--- src/rtl/mem_access_unit.sv ---
// MEM-stage SRAM access controller and MEM/WB pipeline register.
// Optional misaligned-access trap enabled by defining MEM_ALIGN_CHECK_EN.
module mem_access_unit #(
  parameter int ADDR_W      = 11,
  parameter int WAIT_CYCLES = 2
) (
  input  logic              clk,
  input  logic              reset,
  input  logic              memRead_mem,
  input  logic              memWrite_mem,
  input  logic              regWrite_mem,
  input  logic              memToReg_mem,
  input  logic [31:0]       aluResult_mem,
  input  logic [31:0]       writeDataToSRAM_mem,
  input  logic [4:0]        writeRegOut_mem,
  input  logic [31:0]       sram_rdata,
  output logic [ADDR_W-1:0] sram_addr,
  output logic [31:0]       sram_wdata,
  output logic              sram_ce_n,
  output logic              sram_oe_n,
  output logic              sram_we_n,
  output logic              stall_mem,
  output logic [31:0]       readData_wb,
  output logic [31:0]       aluResult_wb,
  output logic [4:0]        writeRegOut_wb,
  output logic              regWrite_wb,
  output logic              memToReg_wb,
  output logic              misalign_mem
);

  typedef enum logic [2:0] {
    IDLE,
    RD,
    WR_SETUP,
    WR_PULSE,
    DONE
  } state_t;

  localparam logic [3:0] WC = WAIT_CYCLES[3:0];

  state_t      state, state_n;
  logic [3:0]  cnt, cnt_n;
  logic [31:0] rdata_q;
  logic        stall, capture;
  logic        mis, req;

`ifdef MEM_ALIGN_CHECK_EN
  assign mis = !reset && (state == IDLE)
             && (memRead_mem || memWrite_mem)
             && (aluResult_mem[1:0] != 2'b00);
`else
  assign mis = 1'b0;
`endif

  assign misalign_mem = mis;
  assign req = (memRead_mem || memWrite_mem) && !mis;

  always_comb begin
    state_n = state;
    cnt_n   = cnt;
    stall   = 1'b0;
    capture = 1'b0;
    unique case (state)
      IDLE: begin
        // a store takes priority over a simultaneous load
        if (req && memWrite_mem) begin
          stall   = 1'b1;
          state_n = WR_SETUP;
        end else if (req) begin
          stall   = 1'b1;
          state_n = RD;
          cnt_n   = WC;
        end
      end
      RD: begin
        stall = 1'b1;
        cnt_n = cnt - 4'd1;
        if (cnt == 4'd1) begin
          capture = 1'b1;
          state_n = DONE;
        end
      end
      WR_SETUP: begin
        stall   = 1'b1;
        state_n = WR_PULSE;
        cnt_n   = WC;
      end
      WR_PULSE: begin
        stall = 1'b1;
        cnt_n = cnt - 4'd1;
        if (cnt == 4'd1) state_n = DONE;
      end
      DONE: state_n = IDLE;
      default: state_n = IDLE;
    endcase
  end

  assign stall_mem = stall && !reset;

  always_ff @(posedge clk) begin
    if (reset) begin
      state          <= IDLE;
      cnt            <= 4'd0;
      rdata_q        <= 32'd0;
      sram_ce_n      <= 1'b1;
      sram_oe_n      <= 1'b1;
      sram_we_n      <= 1'b1;
      sram_addr      <= '0;
      sram_wdata     <= 32'd0;
      readData_wb    <= 32'd0;
      aluResult_wb   <= 32'd0;
      writeRegOut_wb <= 5'd0;
      regWrite_wb    <= 1'b0;
      memToReg_wb    <= 1'b0;
    end else begin
      state <= state_n;
      cnt   <= cnt_n;
      if (capture) rdata_q <= sram_rdata;
      // strobes follow the next state so they leave a flop cleanly
      sram_ce_n <= !(state_n == RD || state_n == WR_SETUP
                  || state_n == WR_PULSE);
      sram_oe_n <= (state_n != RD);
      sram_we_n <= (state_n != WR_PULSE);
      if (state_n == RD || state_n == WR_SETUP)
        sram_addr <= aluResult_mem[ADDR_W+1:2];
      if (state_n == WR_SETUP)
        sram_wdata <= writeDataToSRAM_mem;
      if (stall) begin
        regWrite_wb <= 1'b0;
      end else begin
        regWrite_wb    <= regWrite_mem && !mis;
        memToReg_wb    <= memToReg_mem;
        aluResult_wb   <= aluResult_mem;
        writeRegOut_wb <= writeRegOut_mem;
        readData_wb    <= (state == DONE) ? rdata_q : 32'd0;
      end
    end
  end

endmodule

--- config.mk ---
export PLATFORM = sky130hd
export DESIGN_NAME = mem_access_unit
export DESIGN_NICKNAME = d
export VERILOG_FILES = /design/src/rtl/mem_access_unit.sv
export SDC_FILE = /design/constraint.sdc
export NUM_CORES = 1
export LEC_CHECK = 0
export ABC_CLOCK_PERIOD_IN_PS = 1800
export BUFFER_PORTS_ARGS = -buffer_cell sky130_fd_sc_hd__buf_4
export CAP_MARGIN = 20
export CORE_ASPECT_RATIO = 1.4
export CORE_MARGIN = 1.5
export CORE_UTILIZATION = 48
export CTS_CLUSTER_DIAMETER = 60
export CTS_CLUSTER_SIZE = 24
export DETAILED_ROUTE_END_ITERATION = 10
export PLACE_DENSITY = 0.84
export SLEW_MARGIN = 20
export SYNTH_ARGS = -nofsm -noshare
export SYNTH_HDL_FRONTEND = slang
export SYNTH_SLANG_ARGS = --single-unit
--- constraint.sdc ---
create_clock -name clk -period 1.8 [get_ports clk]
set_input_delay 0 -clock clk [delete_from_list [all_inputs] [get_ports clk]]
set_output_delay 0 -clock clk [all_outputs]
set_load 0.1 [all_outputs]
==> metrics.txt, run 1 <==
# TYPE chip_impl_metric gauge
chip_impl_metric{name="setup_violations",unit=""} 0
chip_impl_metric{name="reg2reg_depth",unit=""} 8
chip_impl_metric{name="synth.distinct_cells",unit=""} 34
chip_impl_metric{name="routed-via-count",unit=""} 5787
chip_impl_metric{name="dr.first_iter.drc_count",unit=""} 283
chip_impl_info{name="hold_path_end",value="state[0]"} 1
chip_impl_info{name="mostFrequentLayoutCells",value="sky130_fd_sc_hd__buf_4 (232), sky130_fd_sc_hd__nand2_1 (205), sky130_fd_sc_hd__dfxtp_1 (152), sky130_fd_sc_hd__a21oi_1 (114), sky130_fd_sc_hd__dlygate4sd3_1 (104)"} 1
chip_impl_metric{name="finalCriticalPeriod",unit="ps"} 1770
chip_impl_metric{name="slew_headroom",unit="%"} 62.6
chip_impl_metric{name="clk_pin_slew_worst_paths",unit="ps"} 60
chip_impl_info{name="worst_setup_path_end_kind",value="register"} 1
chip_impl_metric{name="start_util",unit="%"} 49.0
chip_impl_metric{name="io_buffers",unit=""} 224
chip_impl_info{name="timing_worst_setup_path_type",value="reg2reg"} 1
chip_impl_metric{name="tritoncts.num_buffers",unit=""} 17
chip_impl_metric{name="gr-usage-all-layers",unit="%"} 29.9
chip_impl_metric{name="cap_viol_max_count",unit=""} 0
chip_impl_metric{name="grt_pass1_wl",unit="microns"} 28300
chip_impl_metric{name="ioPinCount",unit=""} 226
chip_impl_metric{name="clock_insertion_delay_worst_skew",unit="ps"} 410
chip_impl_metric{name="tritoncts_num_sinks",unit=""} 156
chip_impl_metric{name="power.leakage",unit="nW"} 3.79
chip_impl_metric{name="first_global_vias",unit=""} 5963
chip_impl_info{name="run_status",value="completed"} 1
chip_impl_metric{name="worstPathArrival",unit="ps"} 2110
chip_impl_metric{name="totalNegativeSetupSlack",unit="ps"} 0
chip_impl_info{name="root_buffer",value="sky130_fd_sc_hd__clkbuf_16"} 1
chip_impl_metric{name="grt_max_degree",unit=""} 54
chip_impl_info{name="tritoncts",value="built"} 1
chip_impl_metric{name="first_pass_iters",unit=""} 5
chip_impl_metric{name="timing.final.max_slew_violations",unit=""} 0
chip_impl_metric{name="fin_worst_skew",unit="ps"} 14.8
chip_impl_metric{name="drt.antenna.violating_nets",unit=""} 0
chip_impl_metric{name="finalWirelength",unit="microns"} 18500
chip_impl_metric{name="timing.reg2reg.setup_slack",unit="ps"} 30
chip_impl_metric{name="synth_cells",unit=""} 621
chip_impl_metric{name="synth.yosys.seq_area_share",unit="%"} 56.8
chip_impl_metric{name="wl_per_cell",unit="microns"} 16.9
chip_impl_metric{name="synthesis.area",unit="sq um"} 5500
chip_impl_metric{name="hold_depth",unit=""} 3
chip_impl_metric{name="crit_path_max_fanout",unit=""} 6
chip_impl_metric{name="grt_antenna_before_repair",unit=""} 0
chip_impl_metric{name="rows",unit=""} 46
chip_impl_metric{name="floorplan.die_area",unit="sq um"} 12100
chip_impl_metric{name="nNetsFinal",unit=""} 1046
chip_impl_info{name="start_kind",value="register"} 1
chip_impl_metric{name="power_density",unit="nW/um^2"} 1100
chip_impl_metric{name="fp.coreArea",unit="sq um"} 11200
chip_impl_metric{name="routabilityCongestion",unit=""} 0.777
chip_impl_metric{name="post-route-util",unit="%"} 80.0
chip_impl_metric{name="finalCritPeriodShare",unit="%"} 98.6
chip_impl_metric{name="power.ir.vdd_worst",unit="mV"} 0.860
chip_impl_info{name="critical_path.reg2reg.endpoint",value="sram_addr[8]"} 1
chip_impl_metric{name="grt_remaining_overflow",unit=""} 0
chip_impl_metric{name="synthesis.area_per_instance",unit="sq um"} 8.86
chip_impl_metric{name="dieHeight",unit="microns"} 130
chip_impl_metric{name="synthesis.yosys.warnings",unit=""} 0
chip_impl_info{name="layout.cells.most_common",value="sky130_fd_sc_hd__buf_4"} 1
chip_impl_metric{name="synth_fp_nets",unit=""} 730
chip_impl_metric{name="synth.ff_latch_count",unit=""} 156
chip_impl_metric{name="htree_num_levels",unit=""} 4
chip_impl_info{name="crit-reg2reg-launch",value="cnt[1]"} 1
chip_impl_metric{name="post-route-drc-count",unit=""} 0
chip_impl_metric{name="die_width",unit="microns"} 93.5
chip_impl_metric{name="required",unit="ps"} 2140
chip_impl_metric{name="max_clock_freq",unit="GHz"} 0.564
chip_impl_metric{name="dp_hpwl",unit="microns"} 10500
chip_impl_metric{name="max_slew.worst_pin.slew",unit="ps"} 561
chip_impl_metric{name="finalInstanceArea",unit="sq um"} 8980
chip_impl_metric{name="final_hold_viol_count",unit=""} 0
chip_impl_metric{name="viasPerCell",unit=""} 5.29
chip_impl_metric{name="report.power.total",unit="mW"} 9.83
chip_impl_metric{name="placement.cell_area",unit="sq um"} 7300
chip_impl_info{name="holdCritPathClass",value="in2reg"} 1
chip_impl_info{name="hold_path_startpoint",value="memWrite_mem"} 1
chip_impl_metric{name="area_growth_from_synthesis_to_layout",unit="%"} 63.2
chip_impl_metric{name="layout-drive-gt1-share",unit="%"} 30.5
chip_impl_metric{name="antenna_cells",unit=""} 0
chip_impl_metric{name="clock_path_buffers",unit=""} 2
## logic make-up (layout without fill, tap and decap cells)
group           count (synthesis)  count (layout)  share of synthesized area (%)
compound gates                167             167                           18.2
xor+xnor                        3               3                          0.478
fa+ha+maj                       2               2                          0.455
buf+inv                        52             381                           4.91
flops                         156             156                           56.8
other cells                     1               1                         0.0681
simple gates                  240             240                           19.1
## worst max path at each step
| stage | to | cells after the start | slack [ps] | from |
|---|---|---|---|---|
| floorplan | readData_wb[14] | 4 | 120 | state[1] |
| global placement | sram_addr[0] | 7 | 220 | cnt[1] |
| detailed placement | sram_addr[10] | 7 | 160 | cnt[1] |
| CTS | stall_mem | 4 | 70 | state[1] |
| global route | sram_addr[0] | 8 | -30 | cnt[1] |
| finish | sram_addr[8] | 8 | 30 | cnt[1] |
## cell usage after synthesis (all sizes together)
cell	number	area share, %
buf	29	3.3
xnor2	3	0.48
nor2b	1	0.11
ha	2	0.45
or3	2	0.23
nand3b	12	1.7
o21ai	12	1.1
o21bai	1	0.14
a2111oi	2	0.77
a211oi	5	0.68
conb	1	0.068
dfxtp	156	57
clkbuf	18	1.3
nand2	205	14
or2	2	0.23
and4bb	1	0.23
a22o	32	5.1
and4	1	0.16
nor2	8	0.55
nor3b	2	0.27
nor4b	2	0.70
nor3	1	0.18
a21oi	115	10
inv	5	0.34
nand2b	1	0.25
nor4	1	0.39
nand4	1	0.11
## registers in the layout, indices dropped and copies added, names as in the netlist, 3 cells and up
name / cells
aluResult_wb: 32
rdata_q: 32
readData_wb: 32
sram_wdata: 32
sram_addr: 11
writeRegOut_wb: 5
cnt: 4
state: 3
## final cells by class
type                    count  area [sq um]
well taps                 144           180
clock inverters            14           129
repair buffers            344          2950
multi-input cells         413          2130
fillers                   610          2240
inverters                   5          18.8
clock buffers              18           439
flip-flops and latches    156          3130
## power by group
group          switching, mW  internal [mW]  leakage [nW]
clock network           1.51           1.86         0.275
logic                   1.83          0.824          2.25
registers              0.150           3.66          1.27
total                   3.49           6.34          3.79
## per-stage QoR
step           hold WS, ps  setup WS, ps  instances
6_report              24.7          25.4       1094
5_1_grt               32.3         -33.2       1094
4_1_cts               12.9          68.0       1090
3_5_place_dp           254           160        954
3_3_place_gp           247           222        954
2_1_floorplan         73.1           120        621
## per-layer routing
layer,wire [microns],GRT usage (%),up-vias
met3,1500,8.16,60
met5,0,0,-
met2,9680,54.0,329
met1,6580,31.1,2682
met4,752,16.0,0
li1,-,-,2716
## what timing repair did
action	CTS	global route
gates resized for setup	2	5
pin swaps	0	3
hold buffers	104	0
endpoints found under the hold margin	115	0
setup endpoints to repair	1	1
cloned	0	2
buffers inserted	0	2
## critical path: stages (launching register included)
cell                        delay (ps)
sky130_fd_sc_hd__dfxtp_2           340
sky130_fd_sc_hd__inv_2              40
sky130_fd_sc_hd__ha_2              170
sky130_fd_sc_hd__and4bb_2          270
sky130_fd_sc_hd__a2111oi_4         270
sky130_fd_sc_hd__buf_4             210
sky130_fd_sc_hd__buf_12            120
sky130_fd_sc_hd__o21ai_0           110
sky130_fd_sc_hd__a21oi_1           180
Note: power is estimated with default switching activity, not from simulation.
==> run 2, diff against run 1 <==
--- a/config.mk
+++ b/config.mk
@@ -14,7 +14,7 @@
 export CTS_CLUSTER_DIAMETER = 60
 export CTS_CLUSTER_SIZE = 24
 export DETAILED_ROUTE_END_ITERATION = 10
-export PLACE_DENSITY = 0.84
+export PLACE_DENSITY = 0.8
 export SLEW_MARGIN = 20
 export SYNTH_ARGS = -nofsm -noshare
 export SYNTH_HDL_FRONTEND = slang
==> run 2 against run 1 <==
Against the previous run:
- power rose by 3.8%
- first-iteration DRC count down 16%
- core utilization grew 0.79 points
- largest power group unchanged
==> metrics.txt, run 2 (synthesis results as in run 1) <==
# TYPE chip_impl_metric gauge
chip_impl_metric{name="worstPathArrival",unit="ps"} 2020
chip_impl_metric{name="max_slew.worst_pin.slew",unit="ps"} 608
chip_impl_metric{name="power.ir.vdd_worst",unit="mV"} 0.634
chip_impl_info{name="root_buffer",value="sky130_fd_sc_hd__clkbuf_16"} 1
chip_impl_info{name="mostFrequentLayoutCells",value="sky130_fd_sc_hd__buf_4 (233), sky130_fd_sc_hd__nand2_1 (205), sky130_fd_sc_hd__dfxtp_1 (152), sky130_fd_sc_hd__a21oi_1 (115), sky130_fd_sc_hd__dlygate4sd3_1 (105)"} 1
chip_impl_metric{name="floorplan.die_area",unit="sq um"} 12100
chip_impl_metric{name="dp_hpwl",unit="microns"} 10300
chip_impl_metric{name="wl_per_cell",unit="microns"} 16.3
chip_impl_metric{name="antenna_cells",unit=""} 0
chip_impl_metric{name="gr-usage-all-layers",unit="%"} 29.0
chip_impl_metric{name="grt_remaining_overflow",unit=""} 0
chip_impl_metric{name="htree_num_levels",unit=""} 4
chip_impl_metric{name="post-route-drc-count",unit=""} 0
chip_impl_metric{name="clock_insertion_delay_worst_skew",unit="ps"} 420
chip_impl_metric{name="clock_path_buffers",unit=""} 2
chip_impl_metric{name="io_buffers",unit=""} 224
chip_impl_metric{name="dieHeight",unit="microns"} 130
chip_impl_info{name="run_status",value="completed"} 1
chip_impl_info{name="timing_worst_setup_path_type",value="reg2reg"} 1
chip_impl_metric{name="finalCriticalPeriod",unit="ps"} 1740
chip_impl_metric{name="routabilityCongestion",unit=""} 0.774
chip_impl_metric{name="grt_antenna_before_repair",unit=""} 0
chip_impl_metric{name="slew_headroom",unit="%"} 59.5
chip_impl_metric{name="area_growth_from_synthesis_to_layout",unit="%"} 64.8
chip_impl_info{name="worst_setup_path_end_kind",value="register"} 1
chip_impl_metric{name="layout-drive-gt1-share",unit="%"} 30.4
chip_impl_metric{name="first_global_vias",unit=""} 5743
chip_impl_metric{name="cap_viol_max_count",unit=""} 0
chip_impl_metric{name="fp.coreArea",unit="sq um"} 11200
chip_impl_metric{name="placement.cell_area",unit="sq um"} 7310
chip_impl_metric{name="crit_path_max_fanout",unit=""} 11
chip_impl_metric{name="nFillCells",unit=""} 647
chip_impl_metric{name="viasPerCell",unit=""} 5.19
chip_impl_metric{name="finalInstanceArea",unit="sq um"} 9070
chip_impl_metric{name="power_density",unit="nW/um^2"} 1130
chip_impl_metric{name="grt_max_degree",unit=""} 60
chip_impl_metric{name="start_util",unit="%"} 49.0
chip_impl_metric{name="first_pass_iters",unit=""} 4
chip_impl_info{name="layout.cells.most_common",value="sky130_fd_sc_hd__buf_4"} 1
chip_impl_metric{name="clk_pin_slew_worst_paths",unit="ps"} 60
chip_impl_info{name="start_kind",value="register"} 1
chip_impl_metric{name="tritoncts.num_buffers",unit=""} 17
chip_impl_metric{name="timing.final.max_slew_violations",unit=""} 0
chip_impl_metric{name="power.leakage",unit="nW"} 3.83
chip_impl_metric{name="routed-via-count",unit=""} 5694
chip_impl_metric{name="totalNegativeSetupSlack",unit="ps"} 0
chip_impl_metric{name="area.sequential",unit="sq um"} 3130
chip_impl_metric{name="dr.first_iter.drc_count",unit=""} 239
chip_impl_metric{name="final_hold_viol_count",unit=""} 0
chip_impl_metric{name="required",unit="ps"} 2080
chip_impl_info{name="tritoncts",value="built"} 1
chip_impl_info{name="holdCritPathClass",value="in2reg"} 1
chip_impl_metric{name="rows",unit=""} 46
chip_impl_metric{name="drt.antenna.violating_nets",unit=""} 0
chip_impl_metric{name="area_used_by_multi_input_combinational_logic",unit="sq um"} 2130
chip_impl_metric{name="grt_pass1_wl",unit="microns"} 27600
chip_impl_metric{name="die_width",unit="microns"} 93.5
chip_impl_metric{name="finalWirelength",unit="microns"} 17900
chip_impl_metric{name="tritoncts_num_sinks",unit=""} 156
chip_impl_metric{name="setup_violations",unit=""} 0
chip_impl_metric{name="nNetsFinal",unit=""} 1049
chip_impl_metric{name="max_clock_freq",unit="GHz"} 0.575
chip_impl_metric{name="ioPinCount",unit=""} 226
chip_impl_metric{name="fin_worst_skew",unit="ps"} 11.9
chip_impl_metric{name="finalCritPeriodShare",unit="%"} 96.6
## run 2: changes by cell type in the layout (fill, tap and decap cells not counted), moves of 2 or more
cell	change
sky130_fd_sc_hd__inv_8	-2
sky130_fd_sc_hd__clkbuf_8	+3
sky130_fd_sc_hd__buf_6	+2
sky130_fd_sc_hd__inv_6	-2
sky130_fd_sc_hd__bufinv_16	+3
## run 2: worst paths after layout
path,startpoint,end,slack (ps),depth (start not counted)
min reg2reg,aluResult_wb[4],aluResult_wb[4],450,2
max reg2reg,cnt[1],sram_addr[5],60,8
min,memWrite_mem,state[0],30,3
max,cnt[1],sram_addr[5],60,8
## run 2: power by group
group          switching [mW]  internal [mW]
Combinational            1.80          0.818
Sequential              0.149           3.66
Clock                    1.43           2.35
Total                    3.38           6.83
## run 2: through the flow
stage | instances | utilization [%] | setup slack [ps] | total power, mW | hold slack (ps)
global route | 1097 | 80.8 | -34.3 | 10.5 | 32.7
floorplan | 621 | - | 120 | 5.59 | 73.1
detailed placement | 956 | 65.1 | 146 | 6.22 | 257
finish | 1097 | 80.8 | 60.4 | 10.2 | 34.3
global placement | 956 | 65.1 | 223 | 6.17 | 247
CTS | 1093 | 80.2 | 33.9 | 10.2 | 31.5
## run 2: worst max-delay path, cell delays in order, from the launching register on
cell and delay [ps]:
sky130_fd_sc_hd__dfxtp_2 340, sky130_fd_sc_hd__inv_1 60, sky130_fd_sc_hd__ha_2 180, sky130_fd_sc_hd__and4bb_4 220, sky130_fd_sc_hd__a2111oi_4 300, sky130_fd_sc_hd__buf_4 200
sky130_fd_sc_hd__clkbuf_16 140, sky130_fd_sc_hd__nand3b_1 110, sky130_fd_sc_hd__a21oi_1 60
## run 2: area by class of cell
class,instances,area share (%)
inverter,5,0.207
clock inverter,11,1.72
multi-input combinational,413,23.5
clock buffer,21,5.30
timing repair buffer,347,32.8
sequential,156,34.5
tap,144,1.99
## run 2: per-layer routing
layer / track usage, % / up-vias / wire length [microns]
li1: - / 2705 / -
met2: 52.7 / 245 / 9350
met3: 8.51 / 56 / 1260
met4: 13.4 / 0 / 680
met5: 0 / - / 0
met1: 30.3 / 2688 / 6600
## run 2: timing repair
action / in CTS / in global routing
cloned: 0 / 2
hold buffers: 105 / 0
hold endpoints to repair: 115 / 0
buffers inserted: 0 / 2
gates resized for setup: 3 / 5
setup endpoints to repair: 1 / 3
==> run 3, diff against run 2 <==
--- a/config.mk
+++ b/config.mk
@@ -9,12 +9,13 @@
 export BUFFER_PORTS_ARGS = -buffer_cell sky130_fd_sc_hd__buf_4
 export CAP_MARGIN = 20
 export CORE_ASPECT_RATIO = 1.4
-export CORE_MARGIN = 1.5
 export CORE_UTILIZATION = 48
 export CTS_CLUSTER_DIAMETER = 60
 export CTS_CLUSTER_SIZE = 24
 export DETAILED_ROUTE_END_ITERATION = 10
 export PLACE_DENSITY = 0.8
+export RECOVER_POWER = 25
+export REMOVE_ABC_BUFFERS = 1
 export SLEW_MARGIN = 20
 export SYNTH_ARGS = -nofsm -noshare
 export SYNTH_HDL_FRONTEND = slang
==> run 3 against run 2 <==
Against the previous run:
- final area decreased by 2.2%
- combinational power fell by 3%
- die area is 1.8% lower
- sequential power hardly changed
- clock skew down 2.8 ps
- power up 0.13%
- critical path type unchanged
- largest power group is now the clock network
==> metrics.txt, run 3 (synthesis results as in run 1) <==
# TYPE chip_impl_metric gauge
chip_impl_metric{name="dp_slack",unit="ps"} 109
chip_impl_metric{name="finalWirelength",unit="microns"} 17600
chip_impl_metric{name="totalNegativeSetupSlack",unit="ps"} 0
chip_impl_metric{name="instances_no_fill",unit=""} 1090
chip_impl_metric{name="reg2reg_depth",unit=""} 7
chip_impl_metric{name="groute.layer.met2.usage",unit="%"} 52.3
chip_impl_info{name="holdCritPathClass",value="in2reg"} 1
chip_impl_metric{name="routed-via-count",unit=""} 5717
chip_impl_metric{name="timing.reg2reg.setup_slack",unit="ps"} 90
chip_impl_info{name="tritoncts",value="built"} 1
chip_impl_metric{name="groute.layer.met1.usage",unit="%"} 31.4
chip_impl_info{name="worst_setup_path_end_kind",value="register"} 1
chip_impl_metric{name="routabilityCongestion",unit=""} 0.798
chip_impl_metric{name="dr.first_iter.drc_count",unit=""} 229
chip_impl_metric{name="io_buffers",unit=""} 224
chip_impl_metric{name="slew_headroom",unit="%"} 61.7
chip_impl_info{name="start_kind",value="register"} 1
chip_impl_metric{name="finalCriticalPeriod",unit="ps"} 1710
chip_impl_metric{name="drt.antenna.violating_nets",unit=""} 0
chip_impl_metric{name="first_pass_iters",unit=""} 6
chip_impl_metric{name="clk_pin_slew_worst_paths",unit="ps"} 60
chip_impl_info{name="globalRoute.busiestLayer",value="met2"} 1
chip_impl_metric{name="power_density",unit="nW/um^2"} 1150
chip_impl_metric{name="timing.hold.ws",unit="ps"} 29.5
chip_impl_metric{name="grt_pass1_wl",unit="microns"} 27300
chip_impl_metric{name="dp_hpwl",unit="microns"} 9810
chip_impl_info{name="hold_path_end",value="state[0]"} 1
chip_impl_metric{name="nFillCells",unit=""} 639
chip_impl_info{name="hold_path_startpoint",value="memWrite_mem"} 1
chip_impl_metric{name="cap_viol_max_count",unit=""} 0
chip_impl_info{name="timing_worst_setup_path_type",value="reg2reg"} 1
chip_impl_metric{name="report.power.total",unit="mW"} 10.2
chip_impl_metric{name="finalCritPeriodShare",unit="%"} 94.8
chip_impl_metric{name="max_slew.worst_pin.slew",unit="ps"} 577
chip_impl_info{name="crit-reg2reg-launch",value="cnt[1]"} 1
chip_impl_metric{name="post-route-util",unit="%"} 80.8
chip_impl_metric{name="grt_antenna_before_repair",unit=""} 0
chip_impl_metric{name="floorplan.die_area",unit="sq um"} 11900
chip_impl_info{name="run_status",value="completed"} 1
chip_impl_metric{name="dieHeight",unit="microns"} 129
chip_impl_metric{name="setup_violations",unit=""} 0
chip_impl_metric{name="crit_path_max_fanout",unit=""} 8
chip_impl_metric{name="grt_remaining_overflow",unit=""} 0
chip_impl_metric{name="max_clock_freq",unit="GHz"} 0.586
chip_impl_metric{name="placement.cell_area",unit="sq um"} 7320
chip_impl_metric{name="worstPathArrival",unit="ps"} 1980
chip_impl_metric{name="die_width",unit="microns"} 92.5
chip_impl_metric{name="area_growth_from_synthesis_to_layout",unit="%"} 61.1
chip_impl_metric{name="placed_cells_incl_taps",unit=""} 953
chip_impl_metric{name="clock_insertion_delay_worst_skew",unit="ps"} 410
chip_impl_metric{name="required",unit="ps"} 2070
chip_impl_info{name="setup_repair_after_global_routing_missed_its_margin",value="false"} 1
chip_impl_metric{name="area_used_by_multi_input_combinational_logic",unit="sq um"} 2140
chip_impl_metric{name="tritoncts.num_buffers",unit=""} 17
chip_impl_metric{name="hold_depth",unit=""} 3
chip_impl_metric{name="rows",unit=""} 45
chip_impl_metric{name="ioPinCount",unit=""} 226
chip_impl_metric{name="tritoncts_num_sinks",unit=""} 156
chip_impl_metric{name="area.sequential",unit="sq um"} 3130
chip_impl_metric{name="gr-usage-all-layers",unit="%"} 29.0
chip_impl_metric{name="start_util",unit="%"} 50.1
chip_impl_metric{name="finalInstanceArea",unit="sq um"} 8870
chip_impl_metric{name="grt_max_degree",unit=""} 87
chip_impl_metric{name="fin_worst_skew",unit="ps"} 9.05
chip_impl_info{name="layout.cells.most_common",value="sky130_fd_sc_hd__nand2_1"} 1
chip_impl_metric{name="use_met3",unit="%"} 7.45
chip_impl_metric{name="power.leakage",unit="nW"} 3.76
chip_impl_metric{name="setup_ws",unit="ps"} 94.2
chip_impl_metric{name="htree_num_levels",unit=""} 4
chip_impl_metric{name="post-route-drc-count",unit=""} 0
chip_impl_metric{name="viasPerCell",unit=""} 5.24
chip_impl_info{name="mostFrequentLayoutCells",value="sky130_fd_sc_hd__nand2_1 (205), sky130_fd_sc_hd__buf_4 (165), sky130_fd_sc_hd__dfxtp_1 (153), sky130_fd_sc_hd__a21oi_1 (115), sky130_fd_sc_hd__dlygate4sd3_1 (104)"} 1
chip_impl_metric{name="clock_path_buffers",unit=""} 2
chip_impl_info{name="critical_path.reg2reg.endpoint",value="sram_addr[5]"} 1
chip_impl_metric{name="timing.final.max_slew_violations",unit=""} 0
chip_impl_metric{name="first_global_vias",unit=""} 5636
chip_impl_metric{name="nNetsFinal",unit=""} 1046
chip_impl_metric{name="fp.coreArea",unit="sq um"} 11000
chip_impl_metric{name="final_hold_viol_count",unit=""} 0
chip_impl_info{name="root_buffer",value="sky130_fd_sc_hd__clkbuf_16"} 1
chip_impl_metric{name="wl_per_cell",unit="microns"} 16.1
chip_impl_metric{name="layout-drive-gt1-share",unit="%"} 29.9
chip_impl_metric{name="power.ir.vdd_worst",unit="mV"} 0.801
## run 3: cell type report
class,count,share of cell area [%]
sequential,156,35.3
clock buffer,20,5.04
clock inverter,10,2.14
timing repair buffer,344,31.2
tap,141,1.99
antenna,1,0.0282
multi-input combinational,413,24.1
inverter,5,0.212
## run 3: worst max path at each step
| stage | startpoint | endpoint | slack, ps | depth (start not counted) |
|---|---|---|---|---|
| finish | cnt[1] | sram_addr[5] | 90 | 7 |
| global route | cnt[1] | sram_addr[2] | 6 | 7 |
| CTS | state[0] | stall_mem | 20 | 4 |
| detailed placement | cnt[1] | sram_addr[6] | 110 | 7 |
| global placement | cnt[1] | sram_addr[3] | 210 | 7 |
| floorplan | state[1] | readData_wb[0] | -1310 | 3 |
## run 3: worst max-delay path, cell delays in order (launching register included)
cell                        delay [ps]
sky130_fd_sc_hd__dfxtp_2           330
sky130_fd_sc_hd__inv_1              70
sky130_fd_sc_hd__ha_4              160
sky130_fd_sc_hd__and4bb_2          250
sky130_fd_sc_hd__a2111oi_4         360
sky130_fd_sc_hd__buf_4             220
sky130_fd_sc_hd__nand3b_1          110
sky130_fd_sc_hd__a21oi_1            60
## run 3: timing repair
action                     in CTS  in global routing
gates resized for setup         0                  8
hold endpoints to repair      115                  0
setup endpoints to repair       0                  9
hold buffers                  104                  0
buffers inserted                0                  1
## run 3: power breakdown
group          internal [mW]  switching [mW]  total, mW  leakage [nW]
clock network           2.49            1.38       3.87         0.299
logic                  0.737            1.80       2.54          2.19
registers               3.66           0.143       3.80          1.27
total                   6.89            3.33       10.2          3.76
## run 3: metal layers
metal  up-vias  share of wire [%]  wire, microns
li1       2703                  -              -
met1      2699                 37           6560
met2       262                 53           9230
met3        53                6.0           1050
met4         0                4.0            708
met5         -                  0              0
